`src/rtl/core_dbg_pkg.sv`:
```
// rtl/core_dbg_pkg.sv - debug register map, command/status bit positions and run-control state type
package core_dbg_pkg;

   // Architected register addresses; everything from REG_SCRATCH0 up is scratch
   localparam int unsigned REG_CTRL     = 0;
   localparam int unsigned REG_STATUS   = 1;
   localparam int unsigned REG_PC       = 2;
   localparam int unsigned REG_ID       = 3;
   localparam int unsigned REG_SCRATCH0 = 4;

   // CTRL command bits (self-clearing pulses)
   localparam int unsigned CTRL_HALT    = 0;
   localparam int unsigned CTRL_RESUME  = 1;
   localparam int unsigned CTRL_STEP    = 2;
   localparam int unsigned CTRL_CLR_ERR = 3;

   // STATUS fields
   localparam int unsigned STAT_HALTED    = 0;
   localparam int unsigned STAT_RUNNING   = 1;
   localparam int unsigned STAT_STEPPING  = 2;
   localparam int unsigned STAT_ERR       = 3;
   localparam int unsigned STAT_STATE_LSB = 4;

   typedef enum logic [1:0] {
      RUN       = 2'd0,
      HALT_WAIT = 2'd1,
      HALTED    = 2'd2,
      STEP      = 2'd3
   } dbg_state_t;

endpackage

```
`src/rtl/core_dbg_if.sv`:
```
// rtl/core_dbg_if.sv - request/response bus between the APB debug bridge and the core debug unit
interface core_dbg_if #(
   parameter int unsigned DBG_ADDR_WIDTH = 5,
   parameter int unsigned DATA_WIDTH     = 32
);
   logic                      dbg_req;
   logic                      dbg_wr_rd;
   logic [DBG_ADDR_WIDTH-1:0] dbg_addr;
   logic [DATA_WIDTH-1:0]     dbg_wdata;
   logic [DATA_WIDTH-1:0]     dbg_rdata;
   logic                      dbg_rd_ready;

   modport master (
      output dbg_req, dbg_wr_rd, dbg_addr, dbg_wdata,
      input  dbg_rdata, dbg_rd_ready
   );

   modport slave (
      input  dbg_req, dbg_wr_rd, dbg_addr, dbg_wdata,
      output dbg_rdata, dbg_rd_ready
   );
endinterface

```
`src/rtl/core_dbg_runctl.sv`:
```
// rtl/core_dbg_runctl.sv - halt/resume/single-step run-control state machine
module core_dbg_runctl
   import core_dbg_pkg::*;
#(
   parameter bit RST_HALTED = 1'b0
) (
   input  logic       clk,
   input  logic       rst,
   input  logic       halt_i,
   input  logic       resume_i,
   input  logic       step_i,
   input  logic       core_idle_i,
   output dbg_state_t state_o,
   output logic       fetch_en_o,
   output logic       halted_o
);

   dbg_state_t state_q, state_d;
   logic       fetch_en_q, halted_q;
   logic       resume_sel, step_sel;

   // Several command bits in one write resolve to a single command: HALT > RESUME > STEP
   assign resume_sel = resume_i && !halt_i;
   assign step_sel   = step_i && !halt_i && !resume_i;

   // Next state; commands not meaningful in the current state are dropped
   always_comb begin
      state_d = state_q;
      unique case (state_q)
         RUN:       if (halt_i) state_d = HALT_WAIT;
         HALT_WAIT: if (resume_sel) state_d = RUN;
                    else if (core_idle_i) state_d = HALTED;
         HALTED:    if (resume_sel) state_d = RUN;
                    else if (step_sel) state_d = STEP;
         STEP:      state_d = HALT_WAIT;
      endcase
   end

   // State register with outputs registered from the next state
   always_ff @(posedge clk) begin
      if (rst) begin
         state_q    <= RST_HALTED ? HALTED : RUN;
         fetch_en_q <= !RST_HALTED;
         halted_q   <= RST_HALTED;
      end else begin
         state_q    <= state_d;
         fetch_en_q <= (state_d == RUN) || (state_d == STEP);
         halted_q   <= (state_d == HALTED);
      end
   end

   assign state_o    = state_q;
   assign fetch_en_o = fetch_en_q;
   assign halted_o   = halted_q;

endmodule

```
`src/rtl/core_dbg_unit.sv`:
```
// rtl/core_dbg_unit.sv - core-side debug unit: register decode, scratch file, sticky error, PC override
module core_dbg_unit
   import core_dbg_pkg::*;
#(
   parameter int unsigned DBG_ADDR_WIDTH = 5,
   parameter int unsigned DATA_WIDTH     = 32,
   parameter int unsigned NUM_REGS       = 32,
   parameter int unsigned PC_WIDTH       = 30,
   parameter logic [31:0] CORE_ID        = 32'h5441_4301,
   parameter bit          RST_HALTED     = 1'b0
) (
   input  logic                clk,
   input  logic                rst,
   core_dbg_if.slave           dbg,
   input  logic [PC_WIDTH-1:0] core_pc_i,
   input  logic                core_idle_i,
   output logic                fetch_en_o,
   output logic                pc_load_o,
   output logic [PC_WIDTH-1:0] pc_load_addr_o,
   output logic                halted_o
);

   localparam logic [DBG_ADDR_WIDTH:0] NUM_REGS_W = (DBG_ADDR_WIDTH + 1)'(NUM_REGS);
   localparam int unsigned             IDX_W      = $clog2(NUM_REGS);

   // Entries below REG_SCRATCH0 are never written; only the scratch range is live
   logic [DATA_WIDTH-1:0] scratch_q [NUM_REGS];
   logic [DATA_WIDTH-1:0] rdata_q, rdata_d;
   logic [DATA_WIDTH-1:0] status_word;
   logic                  rd_ready_q;
   logic                  pc_load_q;
   logic [PC_WIDTH-1:0]   pc_load_addr_q;
   logic                  err_q, err_d;

   dbg_state_t            state;
   logic                  wr_acc, rd_acc, in_range;
   logic                  is_ctrl, is_status, is_pc, is_id, is_scr;
   logic                  halt_cmd, resume_cmd, step_cmd, clr_cmd;
   logic                  pc_wr_ok, err_set;
   logic [IDX_W-1:0]      scr_idx;

   assign wr_acc    = dbg.dbg_req && dbg.dbg_wr_rd;
   assign rd_acc    = dbg.dbg_req && !dbg.dbg_wr_rd;
   assign in_range  = {1'b0, dbg.dbg_addr} < NUM_REGS_W;
   assign is_ctrl   = dbg.dbg_addr == DBG_ADDR_WIDTH'(REG_CTRL);
   assign is_status = dbg.dbg_addr == DBG_ADDR_WIDTH'(REG_STATUS);
   assign is_pc     = dbg.dbg_addr == DBG_ADDR_WIDTH'(REG_PC);
   assign is_id     = dbg.dbg_addr == DBG_ADDR_WIDTH'(REG_ID);
   assign is_scr    = in_range && (dbg.dbg_addr >= DBG_ADDR_WIDTH'(REG_SCRATCH0));
   assign scr_idx   = dbg.dbg_addr[IDX_W-1:0];

   assign halt_cmd   = wr_acc && is_ctrl && dbg.dbg_wdata[CTRL_HALT];
   assign resume_cmd = wr_acc && is_ctrl && dbg.dbg_wdata[CTRL_RESUME];
   assign step_cmd   = wr_acc && is_ctrl && dbg.dbg_wdata[CTRL_STEP];
   assign clr_cmd    = wr_acc && is_ctrl && dbg.dbg_wdata[CTRL_CLR_ERR];

   // The PC can only be overridden while the core is parked
   assign pc_wr_ok = wr_acc && is_pc && (state == HALTED);
   assign err_set  = (wr_acc && ((is_pc && (state != HALTED)) || is_id || !in_range))
                   || (rd_acc && !in_range);

   core_dbg_runctl #(
      .RST_HALTED (RST_HALTED)
   ) u_runctl (
      .clk         (clk),
      .rst         (rst),
      .halt_i      (halt_cmd),
      .resume_i    (resume_cmd),
      .step_i      (step_cmd),
      .core_idle_i (core_idle_i),
      .state_o     (state),
      .fetch_en_o  (fetch_en_o),
      .halted_o    (halted_o)
   );

   // STATUS image of the current run-control state and sticky error
   always_comb begin
      status_word                          = '0;
      status_word[STAT_HALTED]             = (state == HALTED);
      status_word[STAT_RUNNING]            = (state == RUN);
      status_word[STAT_STEPPING]           = (state == STEP);
      status_word[STAT_ERR]                = err_q;
      status_word[STAT_STATE_LSB +: 4]     = {2'b00, state};
   end

   // Read mux; CTRL and unimplemented addresses read as zero
   always_comb begin
      rdata_d = '0;
      if (is_status)      rdata_d = status_word;
      else if (is_pc)     rdata_d = DATA_WIDTH'(core_pc_i);
      else if (is_id)     rdata_d = DATA_WIDTH'(CORE_ID);
      else if (is_scr)    rdata_d = scratch_q[scr_idx];
   end

   // Sticky error: cleared by CLR_ERR, set by any illegal access
   always_comb begin
      err_d = err_q;
      if (clr_cmd) err_d = 1'b0;
      if (err_set) err_d = 1'b1;
   end

   // Register file, read response, error flag and PC override strobe
   always_ff @(posedge clk) begin
      if (rst) begin
         for (int unsigned i = 0; i < NUM_REGS; i++) scratch_q[i] <= '0;
         rdata_q        <= '0;
         rd_ready_q     <= 1'b0;
         pc_load_q      <= 1'b0;
         pc_load_addr_q <= '0;
         err_q          <= 1'b0;
      end else begin
         rd_ready_q <= rd_acc;
         if (rd_acc) rdata_q <= rdata_d;
         pc_load_q <= pc_wr_ok;
         if (pc_wr_ok) pc_load_addr_q <= dbg.dbg_wdata[PC_WIDTH-1:0];
         if (wr_acc && is_scr) scratch_q[scr_idx] <= dbg.dbg_wdata;
         err_q <= err_d;
      end
   end

   assign dbg.dbg_rdata    = rdata_q;
   assign dbg.dbg_rd_ready = rd_ready_q;
   assign pc_load_o        = pc_load_q;
   assign pc_load_addr_o   = pc_load_addr_q;

endmodule

```
`src/flat_wrapper.sv`:
```
// flat-port wrapper written by rule: the top's interface ports become plain ports
module core_dbg_unit_flat import core_dbg_pkg::*;
#(
   parameter int unsigned DBG_ADDR_WIDTH = 5,
   parameter int unsigned DATA_WIDTH     = 32,
   parameter int unsigned NUM_REGS       = 32,
   parameter int unsigned PC_WIDTH       = 30,
   parameter logic [31:0] CORE_ID        = 32'h5441_4301,
   parameter bit          RST_HALTED     = 1'b0
)
  (clk, rst, core_pc_i, core_idle_i, fetch_en_o, pc_load_o, pc_load_addr_o, halted_o, dbg_dbg_req, dbg_dbg_wr_rd, dbg_dbg_addr, dbg_dbg_wdata, dbg_dbg_rdata, dbg_dbg_rd_ready);
  core_dbg_if #(.DBG_ADDR_WIDTH(DBG_ADDR_WIDTH), .DATA_WIDTH(DATA_WIDTH)) dbg_i ();
  input  logic clk;
  input  logic rst;
  input  logic [PC_WIDTH-1:0] core_pc_i;
  input  logic core_idle_i;
  output logic fetch_en_o;
  output logic pc_load_o;
  output logic [PC_WIDTH-1:0] pc_load_addr_o;
  output logic halted_o;
  input wire logic [$bits(dbg_i.dbg_req)-1:0] dbg_dbg_req;
  input wire logic [$bits(dbg_i.dbg_wr_rd)-1:0] dbg_dbg_wr_rd;
  input wire logic [$bits(dbg_i.dbg_addr)-1:0] dbg_dbg_addr;
  input wire logic [$bits(dbg_i.dbg_wdata)-1:0] dbg_dbg_wdata;
  output wire logic [$bits(dbg_i.dbg_rdata)-1:0] dbg_dbg_rdata;
  output wire logic [$bits(dbg_i.dbg_rd_ready)-1:0] dbg_dbg_rd_ready;
  assign dbg_i.dbg_req = dbg_dbg_req;
  assign dbg_i.dbg_wr_rd = dbg_dbg_wr_rd;
  assign dbg_i.dbg_addr = dbg_dbg_addr;
  assign dbg_i.dbg_wdata = dbg_dbg_wdata;
  assign dbg_dbg_rdata = dbg_i.dbg_rdata;
  assign dbg_dbg_rd_ready = dbg_i.dbg_rd_ready;
  core_dbg_unit #(.DBG_ADDR_WIDTH(DBG_ADDR_WIDTH), .DATA_WIDTH(DATA_WIDTH), .NUM_REGS(NUM_REGS), .PC_WIDTH(PC_WIDTH), .CORE_ID(CORE_ID), .RST_HALTED(RST_HALTED)) u_core (.clk(clk), .rst(rst), .dbg(dbg_i), .core_pc_i(core_pc_i), .core_idle_i(core_idle_i), .fetch_en_o(fetch_en_o), .pc_load_o(pc_load_o), .pc_load_addr_o(pc_load_addr_o), .halted_o(halted_o));
endmodule
```
`config.mk`:
```
export PLATFORM = sky130hd
export DESIGN_NAME = core_dbg_unit_flat
export DESIGN_NICKNAME = d
export VERILOG_FILES = /design/src/rtl/core_dbg_pkg.sv /design/src/rtl/core_dbg_if.sv /design/src/rtl/core_dbg_runctl.sv /design/src/rtl/core_dbg_unit.sv /design/src/flat_wrapper.sv
export SDC_FILE = /design/constraint.sdc
export NUM_CORES = 1
export LEC_CHECK = 0
export ABC_AREA = 1
export CAP_MARGIN = 25
export CORE_MARGIN = 10
export CORE_UTILIZATION = 50
export CTS_CLUSTER_DIAMETER = 150
export DETAILED_ROUTE_END_ITERATION = 12
export PLACE_DENSITY = 0.69
export SLEW_MARGIN = 20
export SYNTH_ARGS = -nofsm -noshare
export SYNTH_HDL_FRONTEND = slang
export SYNTH_SLANG_ARGS = --single-unit
```
`constraint.sdc`:
```
create_clock -name clk -period 3.8 [get_ports clk]
set_clock_uncertainty 0.15 [all_clocks]
set_input_delay 0.57 -clock clk [delete_from_list [all_inputs] [get_ports clk]]
set_output_delay 0.57 -clock clk [all_outputs]
set_load 0.005 [all_outputs]
```
Word level (Yosys, flattened, before mapping)
Memories as Yosys holds them, arrays and structs flattened. Cells that the tools add are included.

Order comparisons: 1. Equality and inequality tests: 9. Multiplexer cells: 20. Reductions and logical operators: 25.

Operators by type and width (number): 32-bit two-way mux (5); 32-bit OR reduction (1); 1-bit logical AND (15); 5-bit by 2-bit equality test with 1-bit output, second input constant (2); 2-bit two-way mux (5); 2-bit equality test, second input constant (4); 1-bit two-way mux (8); 2-bit one-hot mux with 4 select lines (1); 5-bit by 1-bit equality test with 1-bit output, second input constant (1); 5-bit by 3-bit >= comparator with 1-bit output, second input constant (1); 5-bit logical NOT (1); 5-bit two-way mux (1); 2-bit logical NOT (2); 1-bit logical NOT (3); 2-bit by 1-bit equality test with 1-bit output, second input constant (1); 1-bit logical OR (2); 2-bit inequality test, second input constant (1); 2-bit nonzero test (1).

Register bits after elaboration: 69. Bits in writable memories: 1024. Logic and storage cells: 64. Memories kept: 1.

Memory list: u_core.scratch_q (depth 32, bits a word 32, read ports 1, clocked after Yosys merged registers in 0, write ports 32, RTL line core_dbg_unit.sv:27) `logic [DATA_WIDTH-1:0] scratch_q [NUM_REGS];`.

Logic depth before layout (Yosys ltp)
Gate-level depths: netlist (run 1).

Depth after elaboration: 11. Mapped depth: 15. Depth with buffers taken out: 13.

By module
Synthesis (run 1) repeated with hierarchy kept, for this count alone.

Cell total of the unflattened synthesis: 4222. Area, all modules: 41449.8 um^2.

Modules (own cells, without submodules): core_dbg_unit (times used 1, cells each 4194, area an instance 41258.3 um^2); core_dbg_runctl (times used 1, cells each 28, area an instance 191.4 um^2).

Worst setup path before layout (run 1)
Ideal clock, no wire load.

Path kind: input-to-reg. Start point: in dbg_dbg_addr[1]. End point: mem u_core.scratch_q[17][0], enable pin. Arrival: 2.394 ns. Required time: 3.261 ns. Path slack: 0.866 ns. Stages on the path: 7. Buffers on the path: 4. Cells stage by stage: buf_4 -> nor2_2 -> buf_2 -> buf_2 -> nand2_1 -> clkbuf_1 -> nand2_1.

RTL lines: start, declared (RTL line flat_wrapper.sv:23) `input wire logic [$bits(dbg_i.dbg_addr)-1:0] dbg_dbg_addr;`; end, declared (RTL line core_dbg_unit.sv:27).

Final worst setup path (run 1)
Start point: in dbg_dbg_addr[0]. End point: reg u_core.rdata_q[4], in the netlist u_core.dbg.dbg_rdata[4].

Cells in the longest elaborated chain, start to end: 5. Elaborated cells between the ends (all ways): 9. Classes of those cells: order compare: 1; eq/ne: 3; mux: 4; memory: 1.

Ends and longest elaborated chain: memory 32 x 32 bit or 5-bit by 3-bit >= comparator with 1-bit output (tied branches); 32-bit two-way mux (RTL line core_dbg_unit.sv:92) `else if (is_scr) rdata_d = scratch_q[scr_idx];`; 32-bit two-way mux (RTL line core_dbg_unit.sv:91) `else if (is_id) rdata_d = DATA_WIDTH'(CORE_ID);`; 32-bit two-way mux (RTL line core_dbg_unit.sv:90) `else if (is_pc) rdata_d = DATA_WIDTH'(core_pc_i);`; 32-bit two-way mux (*) (RTL line core_dbg_unit.sv:89) `if (is_status) rdata_d = status_word;`; end signal, assigned (RTL line core_dbg_unit.sv:113) `if (rd_acc) rdata_q <= rdata_d;`; end, declared (RTL line core_dbg_unit.sv:28) `logic [DATA_WIDTH-1:0] rdata_q, rdata_d;`.

Every way passes the cells marked *; elsewhere a longest branch is shown, timed or not. A chain may end at the register's enable or synchronous reset.

==> reports/results.ini, run 1 <==
[status]
status = completed

[cts]
cts.path.max_buffers = 3
h-tree-depth = 3
root_buffer = clkbuf_16
cts_buffers = 101
post_cts_buffers = 0
hold_buffers = 0
clkTransAtPathRegs_ns = 0.06
cts_resized = 0
cts_tree = yes
clock_latency_ns = 0.69
clock_sinks = 965

[critical_path]
end_kind = flip-flop
reg2reg_from = u_core.scratch_q[5][23]
crit_fanout = 76
reg2reg_depth = 10
crit_required_ns = 4.20
critical_path.startpoint = dbg_dbg_addr[0]
cp_data_arrival_time_ns = 3.13
rrSetupSlack_ns = 1.73
regToRegEndpoint = u_core.dbg.dbg_rdata[23]
worstSetupPathType = in2reg
crit_path_start_kind = input pin
endpoint = u_core.dbg.dbg_rdata[4]

[drt]
wl_met2_um = 58300
finalWirelength_um = 138000
drtPass1Iterations = 6
route.detailed.drc = 0
postRouteAntennaNets = 0
avgRoutedWirePerCell_um = 24.0
dr_wl_met3_um = 20200
top_layer_used = met4
viasPerCell = 5.71
vias = 32800
met1Wirelength_um = 54300
initialDrtViolationCount = 4812

[sta]
fin_ws_ns = 1.07
worst_pin_slew_ns = 1.08
finalCritPeriodShare = 0.719
fmax_mhz = 366
hold_violations = 0
period_minus_slack_ns = 2.73
fin_setup_tns_ns = 0
rsz0062_at_grt = no
relSlewSlack = 0.277
hold_slack_ns = 0.324
finalSetupViolCount = 0
slew_violations = 0

[synthesis]
synthesis.area_um2 = 42400
syn-num-nets = 4542
synth_warnings = 0
synth_top_area_cell = edfxtp_1
yosysUniqueCellTypes = 32
syn_inst = 4469
synth_area_leaders = edfxtp_1, nand2_1, nor2_1
avgSynthCellArea_um2 = 9.49
ys_seq_elements = 965
synth_top_cell_area_share = 0.634
yosysSeqAreaShare = 0.667

[place]
gp_congestion = 0.984
dpl_cell_area_um2 = 45300
dp.cells = 5548
io_buffer_count = 137
place.detailed.hpwl_um = 83300
dpl_worst_slack_ns = 0.485

[die]
ioPinCount = 138
start_util = 0.506
die_x_um = 311
core_area_um2 = 83800
dieArea_um2 = 96900
rows = 106
die_y_um = 311

[cells_and_area]
final_layout_size_suffix_gt1_frac = 0.0730
fin_area_um2 = 48800
fin_nets = 4590
fin_util = 0.582
fill_cells = 7033
mostFrequentLayoutCell = nand2_1
area_growth_syn_to_layout_pct = 14.9
stdcell_count = 5740
layout_common_cells = nand2_1, nor2_1, edfxtp_1

[hold_path]
hold_path_class = reg2reg
hold-path-cell-count = 2
min_from = u_core.dbg.dbg_rdata[31]

[power]
power_density_nw_per_um2 = 506
power.leakage_nw = 19.6
irDropWorstVdd_uv = 350
p_total_mw = 24.7

[global_routing]
grt_pass1_vias = 30400
antenna_found_initial = 1
grt_max_degree = 99
grt_pass1_wl_um = 202000
track_usage = 0.277
gr-total-overflow = 0

[flow_run]
max_cap_viol_count = 0

[registers in the layout, indices dropped and copies added (netlist names)]
register / cells
u_core.u_runctl.fetch_en_o: 1
u_core.u_runctl.state_o: 2
u_core.dbg.dbg_rd_ready: 1
u_core.err_q: 1
u_core.pc_load_o: 1
u_core.pc_load_addr_o: 30
u_core.u_runctl.halted_o: 1
u_core.dbg.dbg_rdata: 32
u_core.scratch_q: 896
[where the power goes]
group,total (mW),internal (mW),switching [mW]
clock,10.3,6.09,4.25
combinational,2.08,0.528,1.55
sequential,12.3,12.1,0.163
total,24.7,18.7,5.96
[synthesized netlist by cell type (all sizes together)]
cell type	number
or2	1
a22oi	61
nand3b	1
edfxtp	896
ha	1
nor3	10
o32ai	1
buf	102
a21oi	123
nor2	986
nor4	1
a21o	1
clkbuf	249
o21a	1
nand3	136
inv	84
clkinv	2
a21boi	8
nand4	36
o211ai	1
a31oi	1
nand2	1630
dfxtp	69
o21ai	68
[cells by family (layout without fill, tap and decap cells)]
family	Yosys count	in the layout	share of synthesized area
compound gates	265	265	0.0356
fa+ha+maj	1	1	0.000295
buf+inv	437	571	0.0414
flops	965	965	0.667
other cells	0	3	0
simple gates	2801	2801	0.256
[final cells by class]
class	count	area (um2)	share of cell area
inverter	86	335	0.00688
timing repair buffer	296	2860	0.0586
clock inverter	60	738	0.0151
tap	1134	1420	0.0291
sequential	965	28300	0.580
antenna	3	7.51	0.000154
clock buffer	129	2710	0.0556
multi-input combinational	3067	12400	0.254
[worst min path at each step]
stage	end	slack [ns]
after global placement	u_core.dbg.dbg_rdata[28]	0.31
after floorplan	u_core.dbg.dbg_rdata[10]	0.31
after global routing	u_core.pc_load_o	0.36
final	u_core.dbg.dbg_rdata[31]	0.32
after detailed placement	u_core.dbg.dbg_rdata[31]	0.32
after CTS	u_core.pc_load_o	0.30
[worst max-delay path: stages]
cell     delay (ns)
buf_6          0.34
inv_6          0.23
buf_12         0.30
buf_4          0.26
nand2_1        0.08
nand2_1        0.05
nand2_1        0.05
nand2_1        0.09
nand2_1        0.08
nand3_1        0.16
o21ai_0        0.55
nand2_1        0.10
nand2_1        0.08
a21oi_1        0.05
[routing by layer]
| layer | GRT usage | vias up |
|---|---|---|
| met3 | 0.0910 | 265 |
| met5 | 0 | - |
| met1 | 0.388 | 15700 |
| met4 | 0.104 | 0 |
| li1 | - | 14700 |
| met2 | 0.396 | 2175 |
(Power assumes the default switching activity.)
==> inputs of run 2 (changes only) <==
Clock period 3.8 ns to 2.7 ns, I/O delays scaled along.
==> reports/results.ini, run 2 (synthesized netlist as in run 1, its figures left out) <==
[sta]
fmax_mhz = 440
finalSetupViolCount = 0  ; unchanged
hold_slack_ns = 0.218  ; was 0.324 ns
hold_violations = 0  ; unchanged
period_minus_slack_ns = 2.27
finalCritPeriodShare = 0.841
slew_violations = 0  ; unchanged
rsz0062_at_grt = no  ; unchanged
relSlewSlack = 0.565  ; was 0.277
fin_setup_tns_ns = 0  ; unchanged
fin_ws_ns = 0.429  ; was 1.07 ns
worst_pin_slew_ns = 0.652  ; was 1.08 ns

[drt]
vias = 33300  ; was 32800
postRouteAntennaNets = 0  ; unchanged
viasPerCell = 5.74  ; was 5.71
drtPass1Iterations = 9  ; was 6
initialDrtViolationCount = 4980  ; was 4812
avgRoutedWirePerCell_um = 24.1  ; was 24.0 um
route.detailed.drc = 0  ; unchanged
finalWirelength_um = 140000  ; was 138000 um

[cells_and_area]
area_growth_syn_to_layout_pct = 17.4  ; was 14.9%
mostFrequentLayoutCell = nand2_1  ; unchanged
fin_nets = 4668  ; was 4590
final_layout_size_suffix_gt1_frac = 0.0916  ; was 0.0730
ff_latch_area_um2 = 28300  ; unchanged
multi_input_area_um2 = 12500  ; was 12400 um2
fill_cells = 6940  ; was 7033
largest_reg_flops = 896  ; unchanged
insertedDiodeCount = 0  ; was 3
layout_common_cells = nand2_1, nor2_1, edfxtp_1  ; unchanged
regMostFlops = u_core.scratch_q  ; unchanged
fin_area_um2 = 49800  ; was 48800 um2

[critical_path]
worstSetupPathType = in2reg  ; unchanged
crit_path_start_kind = input pin  ; unchanged
crit_required_ns = 3.09  ; was 4.20 ns
crit_fanout = 14  ; was 76
cp_data_arrival_time_ns = 2.66  ; was 3.13 ns
end_kind = flip-flop  ; unchanged

[cts]
clock_sinks = 965  ; unchanged
cts_resized = 0  ; unchanged
root_buffer = clkbuf_16  ; unchanged
clock_latency_ns = 0.68  ; was 0.69 ns
post_cts_buffers = 0  ; unchanged
cts.path.max_buffers = 3  ; unchanged
cts_tree = yes  ; unchanged
h-tree-depth = 3  ; unchanged
hold_buffers = 0  ; unchanged
clkTransAtPathRegs_ns = 0.06  ; about the same
cts_buffers = 101  ; unchanged

[global_routing]
grt_pass1_vias = 31200  ; was 30400
grt_pass1_wl_um = 206000  ; was 202000 um
track_usage = 0.282  ; was 0.277
antenna_found_initial = 2  ; was 1
gr-total-overflow = 0  ; unchanged
grt_max_degree = 70  ; was 99

[die]
core_area_um2 = 83800  ; unchanged
ioPinCount = 138  ; unchanged
die_x_um = 311  ; unchanged
die_y_um = 311  ; unchanged
rows = 106  ; unchanged
dieArea_um2 = 96900  ; unchanged
start_util = 0.506  ; unchanged

[place]
place.detailed.hpwl_um = 86900  ; was 83300 um
io_buffer_count = 137  ; unchanged
dpl_worst_slack_ns = -0.207  ; was 0.485 ns
gp_congestion = 0.978  ; was 0.984
dpl_cell_area_um2 = 46500  ; was 45300 um2

[status]
status = completed  ; unchanged

[hold_path]
hold_path_class = in2reg  ; was reg2reg

[power]
irDropWorstVdd_uv = 483  ; was 350 uV
power_density_nw_per_um2 = 685  ; was 506 nW/um2
power.leakage_nw = 20.1  ; was 19.6 nW

[flow_run]
max_cap_viol_count = 0  ; unchanged

==> run 2: cell types whose count changed in the layout (fill, tap and decap cells not counted), sizes merged <==
cell	before	now
buf	162	240
bufinv	15	5
clkbuf	129	135
clkinv	40	36
clkinvlp	1	6
diode	3	0
inv	90	87
==> run 2: final cells by class <==
type | count | area share
timing repair buffer | 374 | 0.0812
inverter | 86 | 0.00673
clock inverter | 48 | 0.00902
sequential | 965 | 0.568
clock buffer | 135 | 0.0562
multi-input combinational | 3067 | 0.250
tap | 1134 | 0.0285
==> run 2: worst paths after layout <==
kind	end	slack [ns]	cells past startpoint	start
worst min-delay path	u_core.dbg.dbg_rdata[30]	0.22	4	dbg_dbg_addr[2]
worst max register to register	u_core.dbg.dbg_rdata[26]	0.74	10	u_core.scratch_q[29][26]
worst min register to register	u_core.dbg.dbg_rdata[9]	0.32	2	u_core.dbg.dbg_rdata[9]
worst max-delay path	u_core.dbg.dbg_rdata[26]	0.43	12	dbg_dbg_addr[4]
==> run 2: stage by stage <==
step / power, mW / util / instances
2_1_floorplan: 19.0 / - / 4469
3_3_place_gp: 20.6 / 0.555 / 5626
3_5_place_dp: 20.6 / 0.555 / 5626
4_1_cts: 34.1 / 0.594 / 5809
5_1_grt: 35.0 / 0.594 / 5809
6_report: 34.1 / 0.594 / 5809
==> run 2: worst max-delay path, cell delays in order <==
cell and delay [ns]:
clkdlybuf4s50_1 0.40, buf_4 0.17, buf_4 0.16, nand2_1 0.34
inv_2 0.10, buf_4 0.21, nand2_1 0.08, nand2_1 0.05
o21ai_0 0.46, nand3_1 0.13, nand2_1 0.09, a21oi_1 0.06
==> run 2: per-layer routing <==
metal	vias to the layer above	part of all wire	GRT usage
met4	4	0.043	0.116
met5	-	0.00019	0
li1	14800	-	-
met1	15800	0.38	0.402
met2	2358	0.43	0.404
met3	320	0.15	0.0749
==> run 2: where the power goes <==
part,internal (mW),switching (mW)
Sequential,17.0,0.224
Combinational,0.913,2.25
Clock,7.77,5.92
